`config.mk`:
```
export PLATFORM = sky130hd
export DESIGN_NAME = muldiv_seq
export DESIGN_NICKNAME = d
export VERILOG_FILES = /design/src/rtl/muldiv_seq.sv
export SDC_FILE = /design/constraint.sdc
export NUM_CORES = 1
export LEC_CHECK = 0
export BUFFER_PORTS_ARGS = -buffer_cell sky130_fd_sc_hd__buf_2
export CAP_MARGIN = 20
export CORE_UTILIZATION = 63
export CTS_CLUSTER_DIAMETER = 80
export DETAILED_ROUTE_END_ITERATION = 10
export PLACE_DENSITY = 0.87
export SLEW_MARGIN = 10
export SYNTH_ARGS = -nofsm -noshare
export SYNTH_HDL_FRONTEND = slang
export SYNTH_SLANG_ARGS = --single-unit
```
`constraint.sdc`:
```
create_clock -name clk -period 6.3 [get_ports clk]
set_input_delay 1.26 -clock clk [delete_from_list [all_inputs] [get_ports clk]]
set_output_delay 1.26 -clock clk [all_outputs]
set_load 0.005 [all_outputs]
```
`src/rtl/muldiv_seq.sv`:
```
// Iterative RV32M multiply/divide sequencer beside the EX-stage ALU.
// One shared shift-add / restoring-divide datapath, stalls the pipe while busy.
// Ports: req_* (op, operands, rd tag in), resp_* (result, tag out),
//        flush (kill in-flight op), stall (hold IF/ID/EX).
// Optional MULDIV_FUSE_EN: one-entry cache of the last divide quo/rem.
module muldiv_seq #(
  parameter int XLEN  = 32,
  parameter int TAG_W = 5
) (
  input  logic             clk,
  input  logic             rst,
  input  logic             req_valid,
  output logic             req_ready,
  input  logic [2:0]       req_funct3,
  input  logic [XLEN-1:0]  req_a,
  input  logic [XLEN-1:0]  req_b,
  input  logic [TAG_W-1:0] req_rd,
  input  logic             flush,
  output logic             stall,
  output logic             resp_valid,
  input  logic             resp_ready,
  output logic [XLEN-1:0]  resp_data,
  output logic [TAG_W-1:0] resp_rd
);

  localparam int CW = $clog2(XLEN);
  localparam logic [XLEN-1:0] MIN_V = {1'b1, {(XLEN-1){1'b0}}};

  typedef enum logic [1:0] {IDLE, CALC, FIX, DONE} state_t;

  state_t state, state_nx;

  logic [CW-1:0]     cnt;
  logic [2:0]        op;
  logic              sa, sb;
  logic [XLEN-1:0]   dsr;
  logic [2*XLEN-1:0] acc;

  logic              accept, is_div, is_rem;
  logic              sgn_a, sgn_b, a_neg, b_neg;
  logic              b_zero, ovf, hit, direct;
  logic [XLEN-1:0]   mag_a, mag_b, spec_res, hit_res, direct_res;

  assign req_ready  = (state == IDLE);
  assign stall      = (state != IDLE);
  assign resp_valid = (state == DONE);
  assign accept     = req_valid & req_ready & ~flush;

  assign is_div = req_funct3[2];
  assign is_rem = req_funct3[2] & req_funct3[1];

  always_comb begin
    sgn_a = 1'b0;
    sgn_b = 1'b0;
    case (req_funct3)
      3'd1, 3'd4, 3'd6: begin
        sgn_a = 1'b1;
        sgn_b = 1'b1;
      end
      3'd2:    sgn_a = 1'b1;
      default: ;
    endcase
  end

  assign a_neg = sgn_a & req_a[XLEN-1];
  assign b_neg = sgn_b & req_b[XLEN-1];
  assign mag_a = a_neg ? -req_a : req_a;
  assign mag_b = b_neg ? -req_b : req_b;

  assign b_zero = (req_b == '0);
  assign ovf    = is_div & ~req_funct3[0]
                & (req_a == MIN_V) & (&req_b);

  always_comb begin
    spec_res = is_rem ? '0 : MIN_V;
    if (b_zero)
      spec_res = is_rem ? req_a : '1;
  end

  assign direct     = is_div & (b_zero | ovf | hit);
  assign direct_res = (b_zero | ovf) ? spec_res : hit_res;

  // Shared iteration datapath; acc = {hi, lo}.
  // Multiply: hi accumulates, multiplier shifts out of lo.
  // Divide: hi is the partial remainder, quotient bits shift into lo.
  logic [XLEN:0]     add_s, sh_hi, sub_s;
  logic              q_bit;
  logic [2*XLEN-1:0] mul_nx, div_nx;

  assign add_s  = {1'b0, acc[2*XLEN-1:XLEN]}
                + (acc[0] ? {1'b0, dsr} : '0);
  assign mul_nx = {add_s, acc[XLEN-1:1]};

  // Remainder < divisor, so the 33-bit difference sign is exact.
  assign sh_hi  = {acc[2*XLEN-1:XLEN], acc[XLEN-1]};
  assign sub_s  = sh_hi - {1'b0, dsr};
  assign q_bit  = ~sub_s[XLEN];
  assign div_nx = {q_bit ? sub_s[XLEN-1:0] : sh_hi[XLEN-1:0],
                   acc[XLEN-2:0], q_bit};

  logic [2*XLEN-1:0] prod_f;
  logic [XLEN-1:0]   q_f, r_f, fix_res;

  assign prod_f  = (sa ^ sb) ? -acc : acc;
  assign q_f     = (sa ^ sb) ? -acc[XLEN-1:0] : acc[XLEN-1:0];
  assign r_f     = sa ? -acc[2*XLEN-1:XLEN] : acc[2*XLEN-1:XLEN];
  assign fix_res = op[2] ? (op[1] ? r_f : q_f)
                 : (op[1:0] == 2'b00) ? prod_f[XLEN-1:0]
                 : prod_f[2*XLEN-1:XLEN];

  always_comb begin
    state_nx = state;
    case (state)
      IDLE: if (accept) state_nx = direct ? DONE : CALC;
      CALC: if (cnt == '0) state_nx = FIX;
      FIX:  state_nx = DONE;
      DONE: if (resp_ready) state_nx = IDLE;
      default: state_nx = IDLE;
    endcase
    if (flush) state_nx = IDLE;
  end

  always_ff @(posedge clk or posedge rst) begin
    if (rst) state <= IDLE;
    else     state <= state_nx;
  end

  always_ff @(posedge clk or posedge rst) begin
    if (rst) begin
      cnt       <= '0;
      op        <= '0;
      sa        <= 1'b0;
      sb        <= 1'b0;
      dsr       <= '0;
      acc       <= '0;
      resp_data <= '0;
      resp_rd   <= '0;
    end else if (accept) begin
      cnt     <= CW'(XLEN-1);
      op      <= req_funct3;
      sa      <= a_neg;
      sb      <= b_neg;
      resp_rd <= req_rd;
      dsr     <= is_div ? mag_b : mag_a;
      acc     <= {{XLEN{1'b0}}, is_div ? mag_a : mag_b};
      if (direct) resp_data <= direct_res;
    end else if (state == CALC) begin
      acc <= op[2] ? div_nx : mul_nx;
      if (cnt != '0) cnt <= cnt - 1'b1;
    end else if (state == FIX) begin
      resp_data <= fix_res;
    end
  end

`ifdef MULDIV_FUSE_EN
  logic            cv, cs;
  logic [XLEN-1:0] ra, rb, ca, cb, cq, cr;

  always_ff @(posedge clk or posedge rst) begin
    if (rst) begin
      cv <= 1'b0;
      cs <= 1'b0;
      ra <= '0;
      rb <= '0;
      ca <= '0;
      cb <= '0;
      cq <= '0;
      cr <= '0;
    end else begin
      if (accept) begin
        ra <= req_a;
        rb <= req_b;
      end
      if (flush || (accept && !is_div)) begin
        cv <= 1'b0;
      end else if (state == FIX && op[2]) begin
        cv <= 1'b1;
        ca <= ra;
        cb <= rb;
        cs <= ~op[0];
        cq <= q_f;
        cr <= r_f;
      end
    end
  end

  assign hit     = cv & is_div & (req_a == ca) & (req_b == cb)
                 & (cs == ~req_funct3[0]);
  assign hit_res = is_rem ? cr : cq;
`else
  assign hit     = 1'b0;
  assign hit_res = '0;
`endif

endmodule

```
Word level (Yosys, flattened, before mapping)
Cells that the tools add are included.

cells by class
  eq/ne operators = 13
  muxes and demuxes = 34
  $add $sub $neg = 8
  $mul = 0
  div/mod/pow operators = 0
  reductions and logical operators = 15
  bitwise logic cells = 14
  shift operators = 0
  $lt $le $gt $ge = 0

operators by type and width
  kind                                              number
  two-way mux 32 bit                                19
  two-way mux 64 bit                                4
  negator 32 bit                                    4
  negator 64 bit                                    1
  adder 32 x 32 -> 33 bit                           1
  subtractor 33 x 32 -> 33 bit                      1
  == test 32 bit, second input constant             1
  logical NOT 32 bit                                1
  AND reduction 32 bit                              1
  two-way mux 5 bit                                 3
  two-way mux 2 bit                                 5
  bitwise AND 1 bit                                 9
  case mux 2 bit (4 select lines)                   1
  nonzero test 2 bit                                4
  == test 3 bit, second input constant              2
  AND reduction 3 bit                               2
  logical NOT 5 bit                                 1
  nonzero test 5 bit                                1
  subtractor 5 x 1 -> 5 bit, second input constant  1
  == test 2 bit, second input constant              2
  logical NOT 2 bit                                 2
  OR reduction 4 bit                                1
  == test 3 x 1 -> 1 bit, second input constant     1
  == test 3 x 2 -> 1 bit, second input constant     1
  12 further kinds                                  15

word-level totals
  bits in latches = 0
  bits in read-only memories = 0
  RAM bits = 0
  word-level logic and storage cells = 93
  flip-flop bits (word level) = 145
  memories = 0
  output and inout bits = 40

Longest topological paths before layout
  depth in word-level cells = 10
  gate-level depth with buffers = 14
  depth with buffers taken out = 13

Worst setup path after synthesis
No wires, ideal clock.

  path kind = input to register
  start = in req_b[0]
  end = reg resp_data[29]
  arrival time = 4.088 ns
  cell stages on the path = 11
  required time = 6.178 ns
  buffers on the path = 2
  path slack = 2.090 ns
  path through = inv_1 ha_1 or3b_2 nor4b_1 nand2_1 nor4b_4 a21oi_1 o31a_1 clkbuf_1 clkbuf_1 a32o_1

between the ends
  longest elaborated chain between the ends = 6
  elaborated cells on any way between the ends = 11
  classes of those cells = 1 x eq/ne; 4 x mux; 3 x bitwise; 3 x reduce/logical

ends and longest elaborated chain
  what                                                                                          RTL line  source
  start, declared                                                                               16        input logic [XLEN-1:0] req_b,
  AND reduction 32 bit                                                                          72        & (req_a == MIN_V) & (&req_b);
  bitwise AND 1 bit                                                                             72
  OR 1 bit                                                                                      80, 81
  bitwise AND 1 bit / two-way mux 32 bit (equally long branches)                                80, 81
  inequality test 2 x 1 -> 1 bit (no source line) / two-way mux 32 bit (equally long branches)  -
  AND reduction 3 bit (no source line) / two-way mux 32 bit (equally long branches)             -
  end signal, assigned                                                                          146       if (direct) resp_data <= direct_res;
  end signal, assigned                                                                          151       resp_data <= fix_res;
  end, declared                                                                                 22        output logic [XLEN-1:0] resp_data,

Several ways; a longest one is shown, not always the timed one. The select of a mux whose other input is x is not followed.
A chain may end at the register's enable or synchronous reset.

Worst setup path in the final report
  start = in req_b[0]
  end = reg resp_data[23]

Same word-level chain as after synthesis.

==> out/metrics.yaml <==
netlist_area_um2: 15150
vias: 16711
path_depth: 12
crit_required_ns: 6.69
ioPinCount: 117
num-fill-cells: 2046
synth_fp_nets: 2203
finalNetCount: 2219
path_buf_inv: 2
fin_crit_ns: 4.880
synthTopCellsByArea: "dfrtp_1, o21ai_0, ha_1, nand2_1, xor2_1"
ir_drop_uv: 274.1
ys_seq_area_frac: 0.2395
grtUsageMet2: 0.6502
syn_inst: 2048
drt_iter0_markers: 2788
slew_headroom: 0.2549
finalWirelength_mm: 55.69
fmax_mhz: 204.9
crit_path_start_kind: "input port"
muxShareOfSynthArea: 0.03452
cts_sinks: 145
routedWlPerCell_um: 23.24
post_cts_buffers: 0
power.total_mw: 9.846
synth.top_cell.area_share: 0.2395
cts_resized: 0
critPathSlowestCell: "nor4b_1"
met1_usage: 0.6115
dp.cells: 2363
gr-max-usage-layer: "met2"
clockBufferDepth: 2
synth_edf_count: 0
worstMarginPinSlew_ns: 1.111
use_met3: 0.1187
grt_pass1_vias: 14694
fin_crit_sh: 0.7747
io_buffers: 116
final_util: 0.6962
cts_tree: "yes"
crit_type: "input port to flip-flop"
drc: 0
async_flop_share: 1.000
hold-path-cell-count: 2
path_max_fanout: 27
synth-simple-area-share: 0.2114
hold_class: "flip-flop to flip-flop"
die_h_um: 157.1
setup_violations: 0
clk_pin_slew_worst_paths_ns: 0.08
synth_top_family_by_area: "compound AO/OA/AOI/OAI gates"
track_usage: 0.4519
crit_family: "simple AND/OR/NAND/NOR gates"
cts_root_buffer: "clkbuf_16"
powerDensity_nw_per_um2: 600.7
synth_compound_gate_area_share: 0.2830
cts.hold.buffers_added: 0
syn_area_per_cell_um2: 7.398
antenna_found_initial: 0
routabilityCongestion: 1.060
synthToLayoutAreaGrowth_pct: 8.175
synth_top_area_cell: "dfrtp_1"
final_common_cell: "nand2_1"
finClkSkew_ns: 0.01371
max_stage_delay_ns: 0.76
fin_setup_tns_ns: 0
grt_pass1_wl_mm: 84.24
cap_viol_max_count: 0
path_cells: "buf_2, inv_1, ha_1, or3b_2, nor4b_1, nand2_1, nor4b_4, a21oi_1, o31a_1, a21oi_1, o21ai_0, nand2_1"
rows: 56
ys_warn_count: 0
p_leak_nw: 6.909
ant_nets: 0
die_w_um: 157.1
start_util: 0.6436
slew_viol_final: 0
yosys_register_bits: 145
yosys.area_share.adder: 0.06540
crit_path_end_kind: "flip-flop"
final_cells: 2396
synth_cell_types: 82
overflow: 0
synthFlopType: "dfrtp_1"
status: "finished clean"
drive_gt1_frac: 0.09966
final_cell_mix: "nand2_1, o21ai_0, nor2_1"
dpl.hpwl_mm: 41.37
reg2regPathDepth: 12
finalHoldViolations: 0
rsz0062_at_grt: "false"
grt_max_degree: 127
viasPerCell: 6.975
diodes: 0
firstDrtPassIters: 7
die-area_um2: 24680
cts_buffers: 17
clock_latency_ns: 0.45
cts_max_level: 4
arrival_ns: 5.27
synth-xor-area-share: 0.1121
coreArea_um2: 23540
metrics by stage:
| stage | hold WS, ns | worst slack [ns] | instance area, um2 |
|---|---|---|---|
| floorplan | 0.4498 | 1.145 | 15150 |
| global placement | 0.4544 | 1.397 | 15770 |
| detailed placement | 0.4616 | 1.157 | 15780 |
| CTS | 0.4792 | 1.602 | 16390 |
| global route | 0.4948 | 1.191 | 16390 |
| finish | 0.4774 | 1.420 | 16390 |
flip-flops by register name, indices dropped and copies added (netlist names):
register	flops
acc	64
cnt	5
dsr	32
op	3
resp_data	32
resp_rd	5
sa	1
sb	1
state	2
metal layers:
metal / vias to the layer above / wire (um)
li1: 7478 / -
met1: 7841 / 21390
met2: 1185 / 23200
met3: 207 / 7630
met4: 0 / 3460
met5: - / 0
final cells by class:
type | instances | area (um2) | area share
Timing Repair Buffer | 138 | 745.7 | 0.04550
Tap cell | 319 | 399.1 | 0.02435
Sequential cell | 145 | 3630 | 0.2215
Clock inverter | 14 | 163.9 | 0.01000
Inverter | 71 | 271.5 | 0.01656
Multi-Input combinational cell | 1691 | 10740 | 0.6553
Clock buffer | 18 | 439.2 | 0.02679
worst reg2reg max path, cell delays in order, from the launching register on:
cell and delay [ns]:
dfrtp_1 0.52, inv_1 0.34, ha_1 0.27, fa_1 0.20, nor2b_1 0.09, o2111ai_1 0.27, nand3_1 0.17, a21oi_1 0.39
o21ai_1 0.32, a211oi_1 1.00, nor2_4 0.40, a311oi_1 0.43, a21oi_1 0.11
cell usage after synthesis (50+ instances only):
master    count
mux2i_1      50
dfrtp_1     145
o211ai_1     59
ha_1         76
clkbuf_1    115
nand2_1     240
xor2_1      102
a21oi_1     153
inv_1        70
nor2_1      186
o21ai_0     237
xnor2_1      92
logic make-up (layout without fill, tap and decap cells):
logic type               count (synthesis)  after routing
multiplexers                            52             52
XOR/XNOR                               194            194
AO/OA/AOI/OAI                          691            691
buffers and inverters                  212            241
flip-flops                             145            145
adder cells (fa/ha/maj)                 78             78
AND/OR/NAND/NOR                        676            676
path summary, 6_finish.rpt:
path | endpoint | from | slack, ns
setup / recovery | resp_data[23] | req_b[0] | 1.42
hold / removal | resp_data[23] | resp_data[23] | 0.48
setup reg to reg | acc[49] | acc[31] | 1.64
hold reg to reg | resp_data[23] | resp_data[23] | 0.48
max in group asynchronous | op[2] | rst | 4.26
min in group asynchronous | dsr[9] | rst | 0.84
power breakdown:
part / switching (mW) / leakage [nW] / internal, mW
combinational: 4.18 / 4.83 / 2.47
sequential: 0.750 / 1.78 / 1.36
clock: 0.510 / 0.298 / 0.579
Power figures use the tool's default switching activity.
